**src/rtl/hv_pwm_seq.sv**
```systemverilog
// HV supply sequencer: power-on delay, HV enable, and N slew-limited PWM-DAC
// channels with runtime-writable target duty and latched fault shutdown.
//
//  state   | meaning
//  --------+-------------------------------------------------------------
//  IDLE    | HV off, PWM low, waiting for i_enable
//  DELAY   | counting HVEN_DELAY clocks before HV enable
//  RAMP    | HV on, cur duties slewing toward targets
//  ON      | HV on, all cur duties at target (still tracks new writes)
//  FAULT   | HV off, PWM low, latched until i_fault_clr with fault gone
module hv_pwm_seq #(
  parameter int CH_NUM       = 2,
  parameter int PWM_W        = 11,
  parameter int PWM_PERIOD   = 1024,
  parameter int HVEN_DELAY   = 100_000_000,
  parameter int RAMP_STEP    = 1,
  parameter int DUTY_DEFAULT = 819
) (
  input  logic              i_clk_50m,
  input  logic              i_rst_n,
  input  logic              i_enable,
  input  logic              i_fault,
  input  logic              i_fault_clr,
  input  logic              i_duty_wr,
  input  logic [2:0]        i_duty_ch,
  input  logic [PWM_W-1:0]  i_duty_data,
  output logic              o_hv_en,
  output logic [CH_NUM-1:0] o_da_pwm,
  output logic              o_ramp_done,
  output logic              o_fault_latch,
  output logic [1:0]        o_state
);

  localparam logic [PWM_W-1:0] PERIOD   = PWM_W'(PWM_PERIOD);
  localparam logic [PWM_W-1:0] CNT_LAST = PWM_W'(PWM_PERIOD - 1);
  localparam logic [PWM_W-1:0] STEP     = PWM_W'(RAMP_STEP);
  localparam int               DEF_CLMP = (DUTY_DEFAULT > PWM_PERIOD) ? PWM_PERIOD : DUTY_DEFAULT;
  localparam logic [PWM_W-1:0] DEF_DUTY = PWM_W'(DEF_CLMP);
  localparam logic [31:0]      DLY_LAST = 32'(HVEN_DELAY - 1);

  typedef enum logic [2:0] {
    S_IDLE,
    S_DELAY,
    S_RAMP,
    S_ON,
    S_FAULT
  } state_t;

  state_t           state;
  logic             fault_m;
  logic             fault_s;
  logic [PWM_W-1:0] pcnt;
  logic             wrap;
  logic [31:0]      dly_cnt;
  logic [PWM_W-1:0] cur [CH_NUM];
  logic [PWM_W-1:0] tgt [CH_NUM];
  logic             run;
  logic             all_eq;

  assign wrap = (pcnt == CNT_LAST);
  assign run  = (state == S_RAMP) || (state == S_ON);

  // Reduce per-channel "cur reached target" into one flag.
  always_comb begin
    all_eq = 1'b1;
    for (int c = 0; c < CH_NUM; c++) begin
      if (cur[c] != tgt[c]) all_eq = 1'b0;
    end
  end

  // Externally reported state; FAULT reads as IDLE.
  always_comb begin
    case (state)
      S_DELAY: o_state = 2'd1;
      S_RAMP:  o_state = 2'd2;
      S_ON:    o_state = 2'd3;
      default: o_state = 2'd0;
    endcase
  end

  // Two-flop synchronizer for the asynchronous fault input.
  always_ff @(posedge i_clk_50m or negedge i_rst_n) begin
    if (!i_rst_n) begin
      fault_m <= 1'b0;
      fault_s <= 1'b0;
    end else begin
      fault_m <= i_fault;
      fault_s <= fault_m;
    end
  end

  // Free-running PWM period counter, independent of FSM state.
  always_ff @(posedge i_clk_50m or negedge i_rst_n) begin
    if (!i_rst_n) pcnt <= '0;
    else if (wrap) pcnt <= '0;
    else pcnt <= pcnt + 1'b1;
  end

  // Target duty register file; out-of-range channel writes fall through the loop unmatched.
  always_ff @(posedge i_clk_50m or negedge i_rst_n) begin
    if (!i_rst_n) begin
      for (int c = 0; c < CH_NUM; c++) tgt[c] <= DEF_DUTY;
    end else if (i_duty_wr) begin
      for (int c = 0; c < CH_NUM; c++) begin
        if (i_duty_ch == 3'(c)) tgt[c] <= (i_duty_data > PERIOD) ? PERIOD : i_duty_data;
      end
    end
  end

  // Slew cur toward target once per period; held at 0 whenever HV is not running.
  always_ff @(posedge i_clk_50m or negedge i_rst_n) begin
    if (!i_rst_n) begin
      for (int c = 0; c < CH_NUM; c++) cur[c] <= '0;
    end else begin
      for (int c = 0; c < CH_NUM; c++) begin
        if (!run) begin
          cur[c] <= '0;
        end else if (wrap) begin
          if (cur[c] < tgt[c]) begin
            cur[c] <= ((tgt[c] - cur[c]) > STEP) ? cur[c] + STEP : tgt[c];
          end else if (cur[c] > tgt[c]) begin
            cur[c] <= ((cur[c] - tgt[c]) > STEP) ? cur[c] - STEP : tgt[c];
          end
        end
      end
    end
  end

  // Registered PWM compare; cur == PERIOD yields a constant-high output.
  always_ff @(posedge i_clk_50m or negedge i_rst_n) begin
    if (!i_rst_n) begin
      o_da_pwm <= '0;
    end else begin
      for (int c = 0; c < CH_NUM; c++) o_da_pwm[c] <= run && (pcnt < cur[c]);
    end
  end

  // Sequencing FSM with registered HV enable, ramp-done and fault latch.
  always_ff @(posedge i_clk_50m or negedge i_rst_n) begin
    if (!i_rst_n) begin
      state         <= S_IDLE;
      dly_cnt       <= '0;
      o_hv_en       <= 1'b0;
      o_ramp_done   <= 1'b0;
      o_fault_latch <= 1'b0;
    end else if (fault_s) begin
      state         <= S_FAULT;
      dly_cnt       <= '0;
      o_hv_en       <= 1'b0;
      o_ramp_done   <= 1'b0;
      o_fault_latch <= 1'b1;
    end else begin
      case (state)
        S_IDLE: begin
          o_hv_en     <= 1'b0;
          o_ramp_done <= 1'b0;
          dly_cnt     <= '0;
          if (i_enable) state <= S_DELAY;
        end
        S_DELAY: begin
          if (!i_enable) begin
            state   <= S_IDLE;
            dly_cnt <= '0;
          end else if (dly_cnt == DLY_LAST) begin
            state   <= S_RAMP;
            o_hv_en <= 1'b1;
          end else begin
            dly_cnt <= dly_cnt + 32'd1;
          end
        end
        S_RAMP, S_ON: begin
          if (!i_enable) begin
            state       <= S_IDLE;
            o_hv_en     <= 1'b0;
            o_ramp_done <= 1'b0;
          end else begin
            o_ramp_done <= all_eq;
            if (state == S_RAMP && wrap && all_eq) state <= S_ON;
          end
        end
        S_FAULT: begin
          o_hv_en     <= 1'b0;
          o_ramp_done <= 1'b0;
          if (i_fault_clr) begin
            state         <= S_IDLE;
            o_fault_latch <= 1'b0;
          end
        end
        default: state <= S_IDLE;
      endcase
    end
  end

endmodule
```
**config.mk**
```make
export PLATFORM = sky130hd
export DESIGN_NAME = hv_pwm_seq
export DESIGN_NICKNAME = d
export VERILOG_FILES = /design/src/rtl/hv_pwm_seq.sv
export SDC_FILE = /design/constraint.sdc
export NUM_CORES = 1
export LEC_CHECK = 0
export BUFFER_PORTS_ARGS = -buffer_cell sky130_fd_sc_hd__buf_2
export CAP_MARGIN = 20
export CORE_UTILIZATION = 60
export DETAILED_ROUTE_END_ITERATION = 8
export PLACE_DENSITY = 0.8
export SYNTH_ARGS = -nofsm -noshare
export SYNTH_HDL_FRONTEND = slang
export SYNTH_SLANG_ARGS = --single-unit
export TNS_END_PERCENT = 5
```
**constraint.sdc**
```tcl
create_clock -name i_clk_50m -period 4.7 [get_ports i_clk_50m]
set_clock_uncertainty 0.2 [all_clocks]
set_input_delay 0.94 -clock i_clk_50m [delete_from_list [all_inputs] [get_ports i_clk_50m]]
set_output_delay 0.94 -clock i_clk_50m [all_outputs]
set_load 0.005 [all_outputs]
```
# --- Word-level counts from Yosys, hierarchy flattened ---
# Cells that the tools add are included.
totals:
  register_bits: 97
  latchBits: 0
  ramBits: 0
  rom_bits: 0
  in_bits: 20
  n_memories: 0
classes:
  addsub: 10
  mul: 0
  div: 0
  magnitude_cmp: 11
  eq_ne: 20
  shift: 0
  mux: 40
  n_bitwise: 0
  reduce_logical: 22
ops:
  columns: ["op", "count"]
  rows:
  - ["$mux 11", 14]
  - ["$mux 32", 3]
  - ["$pmux 32 s2", 1]
  - ["$gt 11x1->1 const B", 4]
  - ["$lt 11x11->1", 4]
  - ["$sub 11x11->11", 4]
  - ["$add 11x1->11 const B", 3]
  - ["$add 32x1->32 const B", 1]
  - ["$eq 32x27->1 const B", 1]
  - ["$gt 11x11->1", 2]
  - ["$ne 11x11->1", 2]
  - ["$sub 11x1->11 const B", 2]
  - ["$mux 3", 7]
  - ["$ne 3x3->1 const B", 5]
  - ["$ne 4x4->1 const B", 3]
  - ["$pmux 3 s4", 1]
  - ["$reduce_and 2->1", 6]
  - ["$eq 11x10->1 const B", 1]
  - ["$gt 11x11->1 const B", 1]
  - ["$mux 1", 11]
  - ["$reduce_and 4->1", 2]
  - ["$eq 3x1->1 const B", 2]
  - ["$eq 3x2->1 const B", 2]
  - ["$logic_not 3->1", 2]
  - ["other kinds (12)", 19]

# --- Longest topological paths before layout ---
logic_depth:
  depth_word: 8
  depth_mapped: 14
  depth_no_buf: 12

# --- Worst setup path before layout ---
# OpenSTA, ideal clock, no wires.
synth_timing:
  kind: "register to register"
  startpoint: "reg cur[0] in the netlist's numbering"
  endpoint: "reg cur[3] in the netlist's numbering"
  setup_ps: 87
  t_arrival_ps: 3122
  required_ps: 4413
  setup_slack_ps: 1291
  path_stages_with_launch: 14
  n_path_buf: 1
  path_cell_list: "dfrtp_1 > inv_1 > ha_1 > fa_1 > nand2b_1 > a21oi_1 > xor2_1 > or4b_1 > nand4b_1 > nand2b_1 > o41a_1 > buf_6 > a31o_1 > a211oi_2"
synth_via:
  elab_chain_len: 7
synth_rtl:
  columns: ["element", "line", "text"]
  rows:
  - ["from (decl)", "55", "logic [PWM_W-1:0] cur [CH_NUM];"]
  - ["from (signal, indexed assignment)", "120", "cur[c] <= ((tgt[c] - cur[c]) > STEP) ? cur[c] + STEP : tgt[c];"]
  - ["from (signal, indexed assignment)", "122", "cur[c] <= ((cur[c] - tgt[c]) > STEP) ? cur[c] - STEP : tgt[c];"]
  - ["$sub 11x11->11", "122", null]
  - ["$gt 11x1->1", "122", null]
  - ["$mux 11", "122", null]
  - ["$mux 11", "121", "end else if (cur[c] > tgt[c]) begin"]
  - ["$mux 11", "119", "if (cur[c] < tgt[c]) begin"]
  - ["$mux 11", "118", "end else if (wrap) begin"]
  - ["$mux 11", "116", "if (!run) begin"]
# Parallel ways exist; a longest one is shown, timed or not. The select of a mux whose other input is x is not followed.
# A chain may end at the register's enable or synchronous reset.

# --- Worst setup path in the final report ---
layout_timing:
  startpoint: "reg cur[0] in the netlist's numbering"
  endpoint: "reg cur[5] in the netlist's numbering"
# The elaborated chain is that of the path after synthesis.

==> out/metrics.yaml <==
outcome: "finished, violations left"
violations: "design-rule violations"
r2r-end: "cur[5]"
crit_fanout: 11
maxCapViolCount: 0
rows: 42
crit_top_cell: "nand2b_1"
syn_nets: 1121
gp_congestion: 0.955
cts_tree: "done"
synth-edff-count: 0
fmax_mhz: 252
gr-usage-all-layers_pct: 32.4
share_seq_of_total_power_pct: 36.5
synthXorXnorAreaFrac_pct: 4.11
rsz0062_at_grt: "false"
die_w_um: 120
cp-end-kind: "flip-flop"
dpl.hpwl_mm: 16.4
pwr-share-clk_pct: 30.5
critical-path-slowest-cell: "or4b_1"
grt_pass1_wl_mm: 36.6
area_growth_syn_to_layout_pct: 6.32
synth-seq-cells: 97
fin_nets: 1122
antenna_cells: 0
overflow: 0
synth_top_cell_by_area: "dfrtp_1"
ant_nets: 0
totalNegativeSetupSlack_ps: 0
core_area_um2: 13400
hold_buffers: 0
die_h_um: 120
min_to: "fault_s"
ys_types: 85
drt_first_iter_violations: 776
swShare_pct: 35.4
clk_root_buffer_cell: "clkbuf_16"
avgViaCountPerCell: 6.40
max_stage_delay_ps: 510
period_needed_ps: 3970
io_buffers: 26
cp.arrival_ps: 4030
drt_first_pass_iters: 9
routedWlPerCell_um: 18.0
finalHoldViolations: 0
numCtsBuffers: 9
avgSynthCellArea_um2: 8.08
synthSimpleGateAreaFrac_pct: 24.4
synthesis.area_um2: 8310
synthAdderAreaFrac_pct: 11.2
yosysSeqAreaShare_pct: 29.4
clock_latency_ps: 360
p_sw_uw: 902
grt_pass1_vias: 7127
drive_gt1_share_pct: 8.31
max-slew-margin-rel_pct: 41.4
path_class: "flip-flop to flip-flop"
internal_power_mw: 1.64
grt_max_degree: 79
route.detailed.drc: 1
hp-start: "fault_m"
hold_path.class: "flip-flop to flip-flop"
path_clk_slew_ps: 70
synthTopCellsByArea: "dfrtp_1, ha_1, nand2_1"
ys.flop_type: "dfrtp_1"
startpoint_type: "flip-flop"
synth-async-reset-ratio_pct: 100
peakVddDrop_mv: 0.237
antenna_found_initial: 0
cts_resized: 0
worst_slew_pin_slew_ps: 879
required_ps: 4750
reg2reg_depth: 12
hold_slack_ps: 149
dieArea_um2: 14300
ioPinCount: 27
fillers: 1156
crit_chain: "inv_1, ha_1, fa_1, nand2b_1, a21oi_1, xor2_1, or4b_1, nand4b_1, nand2b_1, o41a_1, or2_0, a32o_1"
power_density_nw_per_um2: 288
regToRegSetupSlack_ps: 730
dr_total_vias: 7753
leakage_nw: 3.81
hold-path-cell-count: 0
min_period_over_period_pct: 84.5
synth_compound_gate_area_share_pct: 23.7
wl_mm: 21.8
synth_top_area_share_pct: 25.6
setup_violations: 0
muxShareOfSynthArea_pct: 1.44
regToRegStartpoint: "cur[0]"
cts_max_path_buffers: 2
htreeDepth: 3
comb_power_share_pct: 33.0
synth_top_family_by_area: "simple AND/OR/NAND/NOR gates"
cts_sinks: 97
syn_inst: 1029
ys_warn_count: 0
utilization_pct: 66.0
drv_slew: 0
start_util_pct: 62.0
cts_setup_buffers: 0
==> worst max-delay path by stage <==
stage,startpoint,end,slack (ps)
2_1_floorplan,cur[0],cur[3],1290
3_3_place_gp,cur[18],cur[12],880
3_5_place_dp,cur[0],cur[5],770
4_1_cts,cur[0],cur[5],750
5_1_grt,cur[0],cur[5],460
6_report,cur[0],cur[5],730
==> state kept, by name, summed over array words and instances, names as in the netlist <==
name           flops
o_da_pwm           2
fault_s            1
o_hv_en            1
pcnt              11
o_fault_latch      1
tgt               22
o_ramp_done        1
dly_cnt           32
fault_m            1
state              3
cur               22
==> layer usage <==
| layer | global-route usage (%) | up-vias | wire [um] | part of all wire (%) |
|---|---|---|---|---|
| li1 | - | 3726 | - | - |
| met1 | 47.1 | 3628 | 10100 | 46 |
| met2 | 47.3 | 354 | 9320 | 43 |
| met3 | 6.84 | 45 | 1880 | 8.6 |
| met4 | 11.6 | 0 | 554 | 2.5 |
| met5 | 0 | - | 0 | 0 |
==> layout by cell type (no fill, tap or decap), types with 10 or more instances in the layout <==
cell / Yosys / routed
xor2_1: 27 / 27
nand2b_1: 34 / 34
inv_1: 68 / 68
nor2_1: 88 / 88
ha_1: 68 / 68
xnor2_1: 12 / 12
a21o_1: 28 / 28
a21oi_1: 69 / 69
nand2_1: 101 / 101
o221ai_1: 10 / 10
a31oi_1: 16 / 16
nand3_1: 35 / 35
and3_1: 17 / 17
dfrtp_1: 85 / 85
o21ai_0: 73 / 73
dfstp_2: 12 / 12
nand4_1: 19 / 19
nor3_1: 30 / 30
buf_2: 11 / 25
==> final cells by class <==
type | count | area (um^2) | area share [%]
Sequential cell | 97 | 2440 | 27.6
Multi-Input combinational cell | 820 | 5400 | 61.0
Inverter | 68 | 255 | 2.89
Clock inverter | 5 | 70.1 | 0.793
Timing Repair Buffer | 34 | 213 | 2.41
Clock buffer | 11 | 243 | 2.75
Tap cell | 176 | 220 | 2.49
==> critical path, delay by kind of cell, from the launching register on <==
family | cells | cell delay, ps
fa+ha+maj | 2 | 670
compound gates | 3 | 760
flops | 1 | 490
buf+inv | 1 | 120
xor+xnor | 1 | 80
simple gates | 5 | 1550
==> through the flow <==
step	area [um^2]	setup WS, ps	power, mW	instances
after floorplan	8310	1290	1.56	1029
after global placement	8500	876	1.75	1194
after detailed placement	8500	767	1.75	1194
after CTS	8810	747	2.53	1210
after global routing	8840	464	2.68	1211
final	8840	726	2.54	1211
==> power groups by stage <==
stage	registers [mW]	clock network, mW	logic (mW)
after floorplan	0.919	0	0.638
after global placement	0.942	0	0.804
final	0.928	0.777	0.839
after global routing	0.933	0.819	0.926
after detailed placement	0.942	0	0.809
after CTS	0.927	0.792	0.814
==> kinds of logic after synthesis <==
| group | count (synthesis) |
|---|---|
| and+or+nand+nor | 399 |
| AOI/OAI and AO/OA | 299 |
| buffers and inverters | 112 |
| DFF | 97 |
| adders and majority gates | 72 |
| xor gates and xnor gates | 39 |
| muxes | 11 |
==> synth_stat cells (8+ instances only) <==
cell        n
o221ai_1   10
nor2_1     88
inv_1      68
nand2b_1   34
nand4_1    19
dfstp_2    12
a21o_1     28
nand2_1   101
o211ai_1    8
nand3_1    35
buf_2      11
xor2_1     27
xnor2_1    12
clkbuf_1   26
o21ai_0    73
dfrtp_1    85
nor2b_1     9
nor4_1      8
a21oi_1    69
nor3_1     30
and3_1     17
a31oi_1    16
or3_1       9
a22oi_1     9
ha_1       68
Note: power is estimated with default switching activity, not from simulation.
